File: src/rtl/poly_mult_pkg.sv
// -----------------------------------------------------------------------------
// poly_mult_pkg
// Purpose : shared types and helpers for the tiled polynomial multiplier
//           scheduler: the scheduler FSM state enum and tile-count helpers.
// Ports   : none (package)
// -----------------------------------------------------------------------------
package poly_mult_pkg;

   // Scheduler phases: wait for start, hand out tile pairs, wait for the
   // multiplier to return every outstanding result, then pulse done.
   typedef enum logic [1:0] {
      IDLE  = 2'd0,
      ISSUE = 2'd1,
      DRAIN = 2'd2,
      DONE  = 2'd3
   } sched_state_t;

   // Number of tiles a polynomial of `width` coefficients splits into.
   function automatic int tile_count(input int width, input int tile);
      return width / tile;
   endfunction

   // Index width for n tiles; a single tile still gets a 1-bit index.
   function automatic int idx_width(input int n);
      return (n > 1) ? $clog2(n) : 1;
   endfunction

endpackage

File: src/rtl/poly_tag_fifo.sv
// -----------------------------------------------------------------------------
// poly_tag_fifo
// Purpose : small synchronous FIFO holding the C-offset tag of every tile pair
//           handed to the multiplier, so results can be labelled in order.
// Ports   : clk        - clock, rising edge
//           rst        - synchronous active-low reset (clears pointers only)
//           push       - write push_data this cycle (ignored when full)
//           push_data  - tag to store
//           pop        - discard the head entry this cycle (ignored when empty)
//           head       - oldest stored tag, combinational
//           full/empty - occupancy flags
// -----------------------------------------------------------------------------
module poly_tag_fifo #(
   parameter int DEPTH = 4,
   parameter int WIDTH = 8
) (
   input  logic             clk,
   input  logic             rst,
   input  logic             push,
   input  logic [WIDTH-1:0] push_data,
   input  logic             pop,
   output logic [WIDTH-1:0] head,
   output logic             full,
   output logic             empty
);

   localparam int PW = $clog2(DEPTH);

   logic [WIDTH-1:0] mem [DEPTH];
   logic [PW:0]      wr_ptr;
   logic [PW:0]      rd_ptr;
   logic             do_push;
   logic             do_pop;

   // Pointers carry one extra wrap bit so full and empty can be told apart
   // when the slot bits match.
   assign empty   = (wr_ptr == rd_ptr);
   assign full    = (wr_ptr[PW] != rd_ptr[PW]) && (wr_ptr[PW-1:0] == rd_ptr[PW-1:0]);
   assign do_push = push && !full;
   assign do_pop  = pop && !empty;
   assign head    = mem[rd_ptr[PW-1:0]];

   // Pointer bookkeeping; storage itself needs no reset because empty
   // guards every read of it.
   always_ff @(posedge clk) begin
      if (!rst) begin
         wr_ptr <= '0;
         rd_ptr <= '0;
      end else begin
         if (do_push) wr_ptr <= wr_ptr + (PW+1)'(1);
         if (do_pop)  rd_ptr <= rd_ptr + (PW+1)'(1);
      end
   end

   // Tag storage write port.
   always_ff @(posedge clk) begin
      if (do_push) mem[wr_ptr[PW-1:0]] <= push_data;
   end

endmodule

File: src/rtl/poly_tile_scheduler.sv
// -----------------------------------------------------------------------------
// poly_tile_scheduler
// Purpose : walks every (A tile, B tile) pair of a full polynomial product,
//           issues them to a tile multiplier with a bounded number in flight,
//           and labels each returning result with its C coefficient offset.
// Ports   : clk, rst (sync active-low)
//           start / busy / done        - product-level handshake
//           issue_valid / issue_ready  - tile pair handoff to the multiplier
//           a_tile_idx / b_tile_idx    - tile-memory read indices of the pair
//           result_valid               - multiplier produced a result
//           retire / out_base          - result retired at this C offset
//           err                        - sticky: result with nothing in flight
//           cycle_count                - busy-cycle performance counter
// Build option: define POLY_SCHED_PERF_CNT_EN to enable cycle_count; without
//           it cycle_count is tied to 0.
// -----------------------------------------------------------------------------
module poly_tile_scheduler
   import poly_mult_pkg::*;
#(
   parameter int POLY_A_WIDTH      = 16,
   parameter int POLY_B_WIDTH      = 16,
   parameter int POLY_A_TILE_WIDTH = 4,
   parameter int POLY_B_TILE_WIDTH = 4,
   parameter int MAX_INFLIGHT      = 4
) (
   input  logic clk,
   input  logic rst,
   input  logic start,
   output logic busy,
   output logic done,
   output logic issue_valid,
   input  logic issue_ready,
   output logic [idx_width(tile_count(POLY_A_WIDTH, POLY_A_TILE_WIDTH))-1:0] a_tile_idx,
   output logic [idx_width(tile_count(POLY_B_WIDTH, POLY_B_TILE_WIDTH))-1:0] b_tile_idx,
   input  logic result_valid,
   output logic [$clog2(POLY_A_WIDTH+POLY_B_WIDTH)-1:0] out_base,
   output logic retire,
   output logic err,
   output logic [31:0] cycle_count
);

   localparam int NA     = tile_count(POLY_A_WIDTH, POLY_A_TILE_WIDTH);
   localparam int NB     = tile_count(POLY_B_WIDTH, POLY_B_TILE_WIDTH);
   localparam int IA_W   = idx_width(NA);
   localparam int IB_W   = idx_width(NB);
   localparam int BASE_W = $clog2(POLY_A_WIDTH + POLY_B_WIDTH);
   localparam int CW     = $clog2(MAX_INFLIGHT) + 1;

   sched_state_t      state;
   sched_state_t      next_state;
   logic [CW-1:0]     inflight;
   logic              accept;
   logic              pop_ok;
   logic              last_pair;
   logic              fifo_full;
   logic              fifo_empty;
   logic [BASE_W-1:0] base_next;

   assign accept    = issue_valid && issue_ready;
   assign pop_ok    = result_valid && !fifo_empty;
   assign retire    = pop_ok;
   assign last_pair = (a_tile_idx == IA_W'(NA-1)) && (b_tile_idx == IB_W'(NB-1));
   assign base_next = BASE_W'(a_tile_idx) * BASE_W'(POLY_A_TILE_WIDTH)
                    + BASE_W'(b_tile_idx) * BASE_W'(POLY_B_TILE_WIDTH);

   // State register.
   always_ff @(posedge clk) begin
      if (!rst) state <= IDLE;
      else      state <= next_state;
   end

   // Next-state logic; start outside IDLE falls through and is ignored.
   always_comb begin
      next_state = state;
      case (state)
         IDLE:    if (start) next_state = ISSUE;
         ISSUE:   if (accept && last_pair) next_state = DRAIN;
         DRAIN:   if (inflight == '0) next_state = DONE;
         DONE:    next_state = IDLE;
         default: next_state = IDLE;
      endcase
   end

   // Outputs decoded from the state; issue is throttled by the in-flight cap.
   always_comb begin
      busy        = 1'b0;
      done        = 1'b0;
      issue_valid = 1'b0;
      case (state)
         ISSUE: begin
            busy        = 1'b1;
            issue_valid = (inflight < CW'(MAX_INFLIGHT)) && !fifo_full;
         end
         DRAIN:   busy = 1'b1;
         DONE:    done = 1'b1;
         default: ;
      endcase
   end

   // Pair walker: A index runs fastest, B index steps when A wraps.
   always_ff @(posedge clk) begin
      if (!rst || (state == IDLE && start)) begin
         a_tile_idx <= '0;
         b_tile_idx <= '0;
      end else if (accept) begin
         if (a_tile_idx == IA_W'(NA-1)) begin
            a_tile_idx <= '0;
            b_tile_idx <= (b_tile_idx == IB_W'(NB-1)) ? '0 : b_tile_idx + IB_W'(1);
         end else begin
            a_tile_idx <= a_tile_idx + IA_W'(1);
         end
      end
   end

   // In-flight count; a simultaneous accept and retire cancel out.
   always_ff @(posedge clk) begin
      if (!rst) begin
         inflight <= '0;
      end else begin
         case ({accept, pop_ok})
            2'b10:   inflight <= inflight + CW'(1);
            2'b01:   inflight <= inflight - CW'(1);
            default: inflight <= inflight;
         endcase
      end
   end

   // A result with no outstanding tag means the multiplier and scheduler
   // disagree; latch it until reset.
   always_ff @(posedge clk) begin
      if (!rst)                          err <= 1'b0;
      else if (result_valid && fifo_empty) err <= 1'b1;
   end

   poly_tag_fifo #(
      .DEPTH (MAX_INFLIGHT),
      .WIDTH (BASE_W)
   ) u_tag_fifo (
      .clk       (clk),
      .rst       (rst),
      .push      (accept),
      .push_data (base_next),
      .pop       (pop_ok),
      .head      (out_base),
      .full      (fifo_full),
      .empty     (fifo_empty)
   );

`ifdef POLY_SCHED_PERF_CNT_EN
   logic [31:0] perf_cnt;

   // Counts busy cycles of the current product and holds once done.
   always_ff @(posedge clk) begin
      if (!rst)                        perf_cnt <= '0;
      else if (state == IDLE && start) perf_cnt <= '0;
      else if (busy)                   perf_cnt <= perf_cnt + 32'd1;
   end

   assign cycle_count = perf_cnt;
`else
   assign cycle_count = 32'd0;
`endif

endmodule

File: config.mk
export PLATFORM = sky130hd
export DESIGN_NAME = poly_tile_scheduler
export DESIGN_NICKNAME = d
export VERILOG_FILES = /design/src/rtl/poly_mult_pkg.sv /design/src/rtl/poly_tag_fifo.sv /design/src/rtl/poly_tile_scheduler.sv
export SDC_FILE = /design/constraint.sdc
export NUM_CORES = 1
export LEC_CHECK = 0
export CORE_MARGIN = 4
export CORE_UTILIZATION = 49
export DETAILED_ROUTE_END_ITERATION = 7
export DONT_BUFFER_PORTS = 1
export GPL_TIMING_DRIVEN = 0
export PLACE_DENSITY = 0.75
export SKIP_CTS_REPAIR_TIMING = 1
export SLEW_MARGIN = 40
export SYNTH_ARGS = -nofsm -noshare
export SYNTH_HDL_FRONTEND = slang
export SYNTH_SLANG_ARGS = --single-unit
File: constraint.sdc
create_clock -name clk -period 3.02 [get_ports clk]
set_input_delay 0.302 -clock clk [delete_from_list [all_inputs] [get_ports clk]]
set_output_delay 0.302 -clock clk [all_outputs]
set_load 0.01 [all_outputs]
==> results of run 1 <==
[registers in the layout, summed over array words and instances, names as in the netlist, named ones only]
name / count
u_tag_fifo.rd_ptr: 3
u_tag_fifo.wr_ptr: 3
a_tile_idx: 2
err: 1
u_tag_fifo.mem: 12
b_tile_idx: 2
inflight: 3
state: 2
[metal layers]
metal  track usage, %  wire length (um)
met1            15.29              1122
met2            27.70              1728
met3            5.419               246
met4            5.955                53
met5                0                 0
[power groups by stage]
| stage | sequential (W) | clock, W | combinational, W |
|---|---|---|---|
| 6_report | 0.000529 | 0.000421 | 0.000412 |
| 5_1_grt | 0.000540 | 0.000452 | 0.000465 |
| 4_1_cts | 0.000530 | 0.000426 | 0.000406 |
| 3_5_place_dp | 0.000539 | 0 | 0.000399 |
| 3_3_place_gp | 0.000534 | 0 | 0.000374 |
| 2_1_floorplan | 0.000524 | 0 | 0.000337 |
[tightest hold or removal path, stage by stage]
cell and delay (ns):
inv_1 0.03, nor4_1 0.04, o21a_1 0.15
[worst max path at each step]
stage	startpoint	slack (ns)	cells after the start	endpoint
2_1_floorplan	u_tag_fifo.rd_ptr[2]	0.76	9	inflight[2]
3_3_place_gp	u_tag_fifo.rd_ptr[2]	0.57	9	inflight[2]
3_5_place_dp	u_tag_fifo.rd_ptr[2]	0.43	9	inflight[2]
4_1_cts	u_tag_fifo.wr_ptr[2]	0.34	9	inflight[2]
5_1_grt	u_tag_fifo.wr_ptr[2]	0.10	9	inflight[2]
6_report	u_tag_fifo.wr_ptr[2]	0.30	9	inflight[2]
[layout by cell type, fill, tap and decap left out, types with 2 or more instances in the layout]
cell type	synthesis	routed
nand3_1	2	2
fa_1	2	2
or3_1	2	2
buf_4	34	34
and2_1	6	6
conb_1	1	34
edfxtp_1	12	12
mux4_2	3	3
inv_1	11	11
nand2_1	10	10
and3_1	3	3
bufinv_16	0	2
clkbuf_4	0	5
xnor2_1	6	6
dfxtp_1	18	18
o31ai_1	2	2
nor2_1	4	4
xor2_1	4	4
ha_1	14	14
mux2i_1	7	7
o21ai_0	4	4
clkbuf_1	2	2
[final cells by class]
| cell class | count | area share, % |
|---|---|---|
| Sequential cell | 30 | 35.06 |
| Buffer | 37 | 13.33 |
| Inverter | 11 | 2.009 |
| Clock buffer | 6 | 2.495 |
| Multi-Input combinational cell | 117 | 41.39 |
| Tap cell | 46 | 2.800 |
| Clock inverter | 2 | 2.921 |
[through the flow]
stage / area, um^2 / utilization [%] / hold slack [ns]
4_1_cts: 2049 / 60.47 / 0.2253
2_1_floorplan: 1881 / - / 0.4544
5_1_grt: 2056 / 60.65 / 0.2388
3_5_place_dp: 1938 / 57.18 / 0.4737
6_report: 2056 / 60.65 / 0.2297
3_3_place_gp: 1938 / 57.18 / 0.4710
[cells by family after synthesis]
group                      after synthesis
AOI/OAI and AO/OA                       15
xor gates and xnor gates                10
adders and majority gates               16
buffers and inverters                   48
DFF                                     30
muxes                                   10
other                                    1
and+or+nand+nor                         32
==> flow_metrics.py, run 1 <==
metrics = {
    "worst_setup_path": {
        "cp_max_fo": 7,
        "worstPathCellList": "xor2_1, o31ai_1, inv_1, ha_1, inv_1, fa_1, xor2_1, or3_1, a21boi_0",
        "end_kind": "flop",
        "r2r-end": "inflight[2]",
        "crit_family": "XOR/XNOR gates",
        "rrSetupSlack_ns": 0.30,
        "cp.required_ns": 3.27,
        "cp_num_buf_inv": 2,
        "arrival_ns": 2.97,
        "critPathLaunchType": "flop",
        "crit_slowest_cell": "xor2_1",
        "r2r-start": "u_tag_fifo.wr_ptr[2]",
        "worstSetupPathType": "flop to flop",
        "cp_slowest_stage_delay_ns": 0.49,
        "r2r_cells": 9,
    },
    "sta": {
        "slew_headroom_pct": 62.03,
        "fin_skew_ns": 0.003726,
        "finalCriticalPeriod_ns": 2.724,
        "tns_ns": 0,
        "setup_viol": 0,
        "timing.fmax_mhz": 367.1,
        "fin_crit_sh_pct": 90.21,
        "worst_pin_slew_ns": 0.5676,
        "finalWorstSetupSlack_ns": 0.2957,
        "rsz0062_at_grt": "false",
        "maxSlewViolCount": 0,
        "hold_viol_final": 0,
    },
    "pwr": {
        "power.switching_w": 0.0004221,
        "p_leak_nw": 0.9674,
        "power_density_nw_per_um2": 662.5,
        "p_sw_share_pct": 30.99,
        "p_comb_share_pct": 30.2,
        "ir_drop_mv": 0.4800,
        "p_total_w": 0.001362,
        "internal_power_w": 0.0009398,
        "pwr-share-clk_pct": 30.9,
        "seqPwrFrac_pct": 38.8,
    },
    "route": {
        "vias_per_cell": 4.578,
        "vias": 1140,
        "drcViolationCount": 0,
        "wire_per_inst_um": 12.65,
        "drtIter0Drc": 58,
        "antenna_left": 0,
        "first_pass_iters": 4,
        "finalWirelength_um": 3150,
    },
    "yosys": {
        "synth_compound_area_share_pct": 6.268,
        "post-synth-top-count-cell": "buf_4",
        "synth_enable_flop_cells": 12,
        "synth_top_cell_by_area": "dfxtp_1",
        "synth_common_cells": "buf_4, dfxtp_1, ha_1",
        "yosys.area_share.simple_pct": 9.473,
        "synth_warnings": 0,
        "synth.area.top_cells": "dfxtp_1, edfxtp_1, buf_4",
        "netlist_area_um2": 1757,
        "yosys.area.top_type_share_pct": 20.51,
        "synthDistinctLibCells": 34,
        "synth_seq_area_share_pct": 41.03,
        "synth_flop_cell": "dfxtp_1",
        "synthXorXnorAreaFrac_pct": 4.986,
        "synthCells": 162,
        "synth_top_family_by_area": "buffers and inverters",
        "synthArstFlopShare_pct": 0,
        "avgSynthCellArea_um2": 10.84,
        "synthMuxAreaShare_pct": 7.835,
        "synth_adder_area_share_pct": 12.25,
        "ys_ff_latch": 30,
    },
    "grt": {
        "grt.overflow.total": 0,
        "grt_pass1_wl_um": 5043,
        "antenna_found_initial": 0,
        "grt_pass1_vias": 1089,
        "grt.total_usage_pct": 15.02,
        "grt_max_degree": 11,
    },
    "layout": {
        "diodes": 0,
        "stdcell_count": 249,
        "fillers": 294,
        "multi_input_area_um2": 850.8,
        "layout-drive-gt1-share_pct": 24.14,
        "finalNetCount": 223,
        "synthToLayoutAreaGrowth_pct": 17.02,
        "register_area_um2": 720.7,
    },
    "place": {
        "placedCellCount": 241,
        "port_buffers": 0,
        "gp_congestion": 0.8037,
        "place_hpwl_um": 2484,
        "pre_cts_slack_ns": 0.4296,
    },
    "floorplan": {
        "die_area_um2": 4607,
        "coreArea_um2": 3390,
        "fp.dieW_um": 67.88,
        "die_h_um": 67.88,
        "start_util_pct": 51.83,
        "pin_count": 51,
        "rows": 21,
    },
    "hold_path": {
        "hold_class": "input pin to flop",
        "min_to": "err",
        "hold_path.startpoint": "result_valid",
        "whs_path_depth": 3,
    },
    "outcome": {
        "outcome": "completed",
    },
    "cts": {
        "cts.reportedPaths.clkPinSlew_ns": 0.09,
        "cts_tree": "built",
        "clk_path_buf_depth": 2,
        "h-tree-depth": 2,
        "cts_root_buf": "clkbuf_4",
        "clk_latency_ns": 0.33,
        "cts_buffers": 5,
        "cts_sinks": 30,
    },
    "run": {
        "max_cap_viol_count": 0,
    },
}
No activity file was read; power rests on OpenSTA's default activity.
==> run 2, diff against run 1 <==
- CELL_PAD_IN_SITES_DETAIL_PLACEMENT: default -> 1
- CELL_PAD_IN_SITES_GLOBAL_PLACEMENT: default -> 1
- CORE_UTILIZATION: 49 -> 42
- PLACE_DENSITY: 0.75 -> 0.81
==> run 2 against run 1 <==
Net effect:
- setup slack gained 0.016 ns
- cell count grew 1.6%
- clock skew grew 0.00081 ns
- utilization shrank 10 points
- sequential share of layout area grew 0.43 points
- largest power group unchanged
==> flow_metrics.py, run 2 (synthesis results as in run 1) <==
metrics = {
    "cts": {
        "cts_buffers": 5,
        "clk_latency_ns": 0.28,
        "cts_tree": "built",
        "cts_sinks": 30,
        "cts.reportedPaths.clkPinSlew_ns": 0.06,
        "cts_root_buf": "clkbuf_8",
        "clk_path_buf_depth": 2,
        "h-tree-depth": 2,
    },
    "floorplan": {
        "rows": 23,
        "die_area_um2": 5281,
        "fp.dieW_um": 72.67,
        "pin_count": 51,
        "die_h_um": 72.67,
        "start_util_pct": 43.60,
        "coreArea_um2": 4029,
    },
    "route": {
        "antenna_left": 0,
        "vias": 1155,
        "drcViolationCount": 0,
        "wire_per_inst_um": 14.40,
        "first_pass_iters": 5,
        "drtIter0Drc": 73,
        "vias_per_cell": 4.565,
        "finalWirelength_um": 3643,
    },
    "sta": {
        "hold_viol_final": 0,
        "tns_ns": 0,
        "rsz0062_at_grt": "false",
        "worst_pin_slew_ns": 0.5960,
        "timing.fmax_mhz": 369.3,
        "fin_skew_ns": 0.004541,
        "finalWorstSetupSlack_ns": 0.3121,
        "fin_crit_sh_pct": 89.66,
        "slew_headroom_pct": 60.13,
        "finalCriticalPeriod_ns": 2.708,
        "maxSlewViolCount": 0,
        "setup_viol": 0,
    },
    "place": {
        "port_buffers": 0,
        "place_hpwl_um": 3028,
        "gp_congestion": 0.7501,
        "pre_cts_slack_ns": 0.3683,
        "placed_cell_area_um2": 1943,
    },
    "pwr": {
        "ir_drop_mv": 0.3402,
        "power_density_nw_per_um2": 617.8,
        "p_leak_nw": 0.9515,
    },
    "layout": {
        "synthToLayoutAreaGrowth_pct": 15.60,
        "diodes": 0,
        "layout_common_cells": "buf_4, conb_1, dfxtp_1",
        "layout-drive-gt1-share_pct": 23.15,
        "finalNetCount": 223,
        "largest_reg_flops": 12,
        "design_area_um2": 2031,
    },
    "worst_setup_path": {
        "critPathLaunchType": "flop",
        "crit_start": "u_tag_fifo.rd_ptr[2]",
        "cp.required_ns": 3.23,
        "r2r-start": "u_tag_fifo.rd_ptr[2]",
        "end_kind": "flop",
        "cp_max_fo": 7,
        "worstSetupPathType": "flop to flop",
        "arrival_ns": 2.91,
    },
    "grt": {
        "grt.total_usage_pct": 14.70,
        "grt_max_degree": 11,
        "grt.overflow.total": 0,
        "antenna_found_initial": 0,
        "grt_pass1_vias": 1299,
        "grt_pass1_wl_um": 5961,
    },
    "run": {
        "max_cap_viol_count": 0,
    },
    "hold_path": {
        "hold_path.startpoint": "start",
        "hold_class": "input pin to flop",
    },
    "outcome": {
        "outcome": "completed",
    },
}
## run 2: cell types whose count changed in the layout (fill, tap and decap cells not counted), sizes merged
cell	change
bufinv	-2
clkinv	+2
## run 2: through the flow
stage	std cells	total power, W	hold slack [ns]	util, %
final	253	0.001255	0.2907	50.40
after global placement	245	0.0009113	0.4705	48.23
after global routing	253	0.001337	0.2985	50.40
after detailed placement	245	0.0009548	0.4846	48.23
after CTS	253	0.001260	0.2890	50.25
after floorplan	195	0.0008618	0.4544	-
## run 2: final timing paths
| kind | to | slack [ns] | cells past startpoint |
|---|---|---|---|
| worst max-delay path | inflight[2] | 0.31 | 9 |
| worst min-delay path | a_tile_idx[0] | 0.29 | 3 |
| worst max register to register | inflight[2] | 0.31 | 9 |
| worst min register to register | u_tag_fifo.wr_ptr[2] | 0.49 | 2 |
## run 2: where the power goes
part / total [W] / leakage (nW) / internal (W) / switching, W
clock: 0.000300 / 0.0426 / 0.000158 / 0.000142
sequential: 0.000533 / 0.250 / 0.000472 / 0.0000602
combinational: 0.000422 / 0.658 / 0.000188 / 0.000234
## run 2: layer usage
layer  vias up  GRT usage (%)  wire length (um)
li1        557              -                 -
met1       565          13.80              1294
met4         0          5.533                42
met5         -              0                 0
met2        28          29.06              2082
met3         5          4.545               224
## run 2: final cells by class
| type | count | area, um^2 |
|---|---|---|
| clock inverters | 2 | 8.758 |
| inverters | 11 | 41.29 |
| flip-flops and latches | 30 | 720.7 |
| fillers | 472 | 1998 |
| plain buffers | 37 | 274.0 |
| clock buffers | 6 | 72.57 |
| well taps | 50 | 62.56 |
| multi-input cells | 117 | 850.8 |
## run 2: worst max-delay path: stages, from the launching register on
cell,delay (ns)
dfxtp_1,0.36
xor2_1,0.51
o31ai_1,0.28
inv_1,0.19
ha_1,0.21
inv_1,0.06
fa_1,0.39
xor2_1,0.16
or3_1,0.30
a21boi_0,0.17
==> run 3, diff against run 2 <==
- PLACE_DENSITY: 0.81 -> 0.8
- SYNTH_HIERARCHICAL: default -> 1
==> run 3 against run 2 <==
Net effect:
- power increased by 29%
- synthesized area increased by 23%
- register-to-register slack got worse by 0.05 ns
- design area increased by 25%
- wire length increased by 19%
- worst hold slack got worse by 0.16 ns
- sequential power increased by 22%
- critical path depth increased by 1
- combinational power increased by 10%
- sequential share of layout area increased by 2.4 points
- first-iteration DRC count decreased by 44%
- clock power increased by 68%
- critical path type unchanged
- largest cell class unchanged
- highest routed layer unchanged
==> flow_metrics.py, run 3 <==
metrics = {
    "floorplan": {
        "coreArea_um2": 4848,
        "die_area_um2": 6360,
        "die_h_um": 79.75,
        "pin_count": 51,
        "fp.dieW_um": 79.75,
        "start_util_pct": 44.59,
        "rows": 25,
    },
    "yosys": {
        "avgSynthCellArea_um2": 11.03,
        "ys_ff_latch": 38,
        "netlist_area_um2": 2162,
        "synth_common_cells": "buf_4, edfxtp_1, dfxtp_1",
        "post-synth-top-count-cell": "buf_4",
        "synthArstFlopShare_pct": 0,
        "synthDistinctLibCells": 38,
        "synthCells": 196,
        "yosys.area.top_type_share_pct": 27.78,
        "synth_warnings": 6,
        "synth_seq_area_share_pct": 44.44,
        "synth_top_cell_by_area": "edfxtp_1",
        "synth_flop_cell": "edfxtp_1",
        "synth.area.top_cells": "edfxtp_1, dfxtp_1, buf_4",
        "synth_enable_flop_cells": 20,
    },
    "place": {
        "place_hpwl_um": 3268,
        "port_buffers": 0,
        "placed_cell_area_um2": 2392,
        "gp_congestion": 0.7690,
        "pre_cts_slack_ns": 0.02765,
    },
    "grt": {
        "grt.overflow.total": 0,
        "grt_max_degree": 13,
        "grt_pass1_vias": 1547,
        "grt_pass1_wl_um": 7279,
        "antenna_found_initial": 0,
        "grt.total_usage_pct": 14.81,
    },
    "worst_setup_path": {
        "arrival_ns": 2.99,
        "cp_max_fo": 8,
        "end_kind": "flop",
        "critPathLaunchType": "flop",
        "worstSetupPathType": "flop to flop",
        "cp.required_ns": 3.24,
    },
    "layout": {
        "synthToLayoutAreaGrowth_pct": 17.42,
        "layout_common_cells": "conb_1, buf_4, edfxtp_1",
        "fillers": 549,
        "layout-drive-gt1-share_pct": 21.40,
        "finalNetCount": 263,
        "layout_commonest_cell": "conb_1",
        "largest_reg_flops": 20,
        "diodes": 0,
        "design_area_um2": 2539,
    },
    "pwr": {
        "p_total_w": 0.001620,
        "seqPwrFrac_pct": 40.2,
        "power_density_nw_per_um2": 638.2,
        "p_comb_share_pct": 28.6,
        "internal_power_w": 0.001119,
        "ir_drop_mv": 0.4443,
        "p_leak_nw": 1.069,
        "power.switching_w": 0.0005012,
        "pwr-share-clk_pct": 31.2,
        "p_sw_share_pct": 30.93,
    },
    "route": {
        "finalWirelength_um": 4322,
        "vias": 1454,
        "first_pass_iters": 4,
        "antenna_left": 0,
        "drcViolationCount": 0,
        "vias_per_cell": 4.690,
        "wire_per_inst_um": 13.94,
        "drtIter0Drc": 41,
    },
    "cts": {
        "cts_tree": "built",
        "clk_latency_ns": 0.29,
        "cts.reportedPaths.clkPinSlew_ns": 0.08,
        "cts_root_buf": "clkbuf_8",
        "cts_buffers": 5,
        "clk_path_buf_depth": 2,
        "cts_sinks": 38,
        "h-tree-depth": 2,
    },
    "sta": {
        "tns_ns": 0,
        "fin_crit_sh_pct": 91.45,
        "worst_pin_slew_ns": 0.6830,
        "finalCriticalPeriod_ns": 2.762,
        "hold_viol_final": 0,
        "maxSlewViolCount": 0,
        "finalWorstSetupSlack_ns": 0.2583,
        "setup_viol": 0,
        "timing.fmax_mhz": 362.1,
        "fin_skew_ns": 0.007179,
        "rsz0062_at_grt": "false",
        "slew_headroom_pct": 54.14,
    },
    "run": {
        "max_cap_viol_count": 0,
    },
    "outcome": {
        "outcome": "completed",
    },
    "hold_path": {
        "hold_class": "input pin to flop",
    },
}
[run 3: cell count changes in the layout (fill, tap and decap cells not counted), moves of 5 or more]
cell,previous run,this run
a21oi_1,0,7
conb_1,34,40
edfxtp_1,12,20
nand2_1,10,15
or3_1,2,7
[run 3: worst paths after layout]
kind,startpoint,end,slack (ns),cells after the start
worst max-delay path,u_tag_fifo/wr_ptr[1],inflight[2],0.26,10
worst min register to register,state[1],state[1],0.50,2
worst max register to register,u_tag_fifo/wr_ptr[1],inflight[2],0.26,10
worst min-delay path,rst,inflight[0],0.13,1
[run 3: cell type report]
cell class / instances / area (um^2) / area share [%]
Multi-Input combinational cell: 149 / 1060 / 41.74
Sequential cell: 38 / 960.9 / 37.85
Buffer: 35 / 252.7 / 9.956
Tap cell: 67 / 83.83 / 3.302
Clock buffer: 5 / 68.82 / 2.711
Clock inverter: 3 / 63.81 / 2.514
Inverter: 13 / 48.80 / 1.922
[run 3: power by group through the flow]
stage / Combinational [W] / Clock (W) / Sequential, W
CTS: 0.000459 / 0.000520 / 0.000648
finish: 0.000464 / 0.000505 / 0.000651
global route: 0.000521 / 0.000542 / 0.000661
global placement: 0.000437 / 0 / 0.000656
floorplan: 0.000374 / 0 / 0.000646
detailed placement: 0.000454 / 0 / 0.000660
[run 3: per-layer routing]
layer	GRT usage (%)	part of all wire, %
met1	16.87	41
met3	4.740	4.9
met4	3.547	0.62
met5	0	0
met2	26.79	54
[run 3: metrics by stage]
step	utilization (%)	hold WS, ns	std cells
2_1_floorplan	-	0.4237	235
3_3_place_gp	49.34	0.4274	302
3_5_place_dp	49.34	0.4294	302
4_1_cts	52.08	0.1204	310
5_1_grt	52.36	0.1287	310
6_report	52.36	0.1288	310
[run 3: worst max-delay path, cell delays in order (launching register included)]
cell      delay, ns
dfxtp_1        0.36
buf_2          0.22
xor2_2         0.30
nor3_1         0.14
nor2b_2        0.37
ha_1           0.26
inv_1          0.07
fa_1           0.37
xor2_1         0.16
or3_1          0.31
a21boi_1       0.15
[run 3: cells by family after synthesis]
family,share of synthesized area (%)
AOI/OAI and AO/OA,6.886
xor gates and xnor gates,4.282
adders and majority gates,9.954
buffers and inverters,13.95
DFF,44.44
muxes,6.597
other,0.1734
and+or+nand+nor,13.72
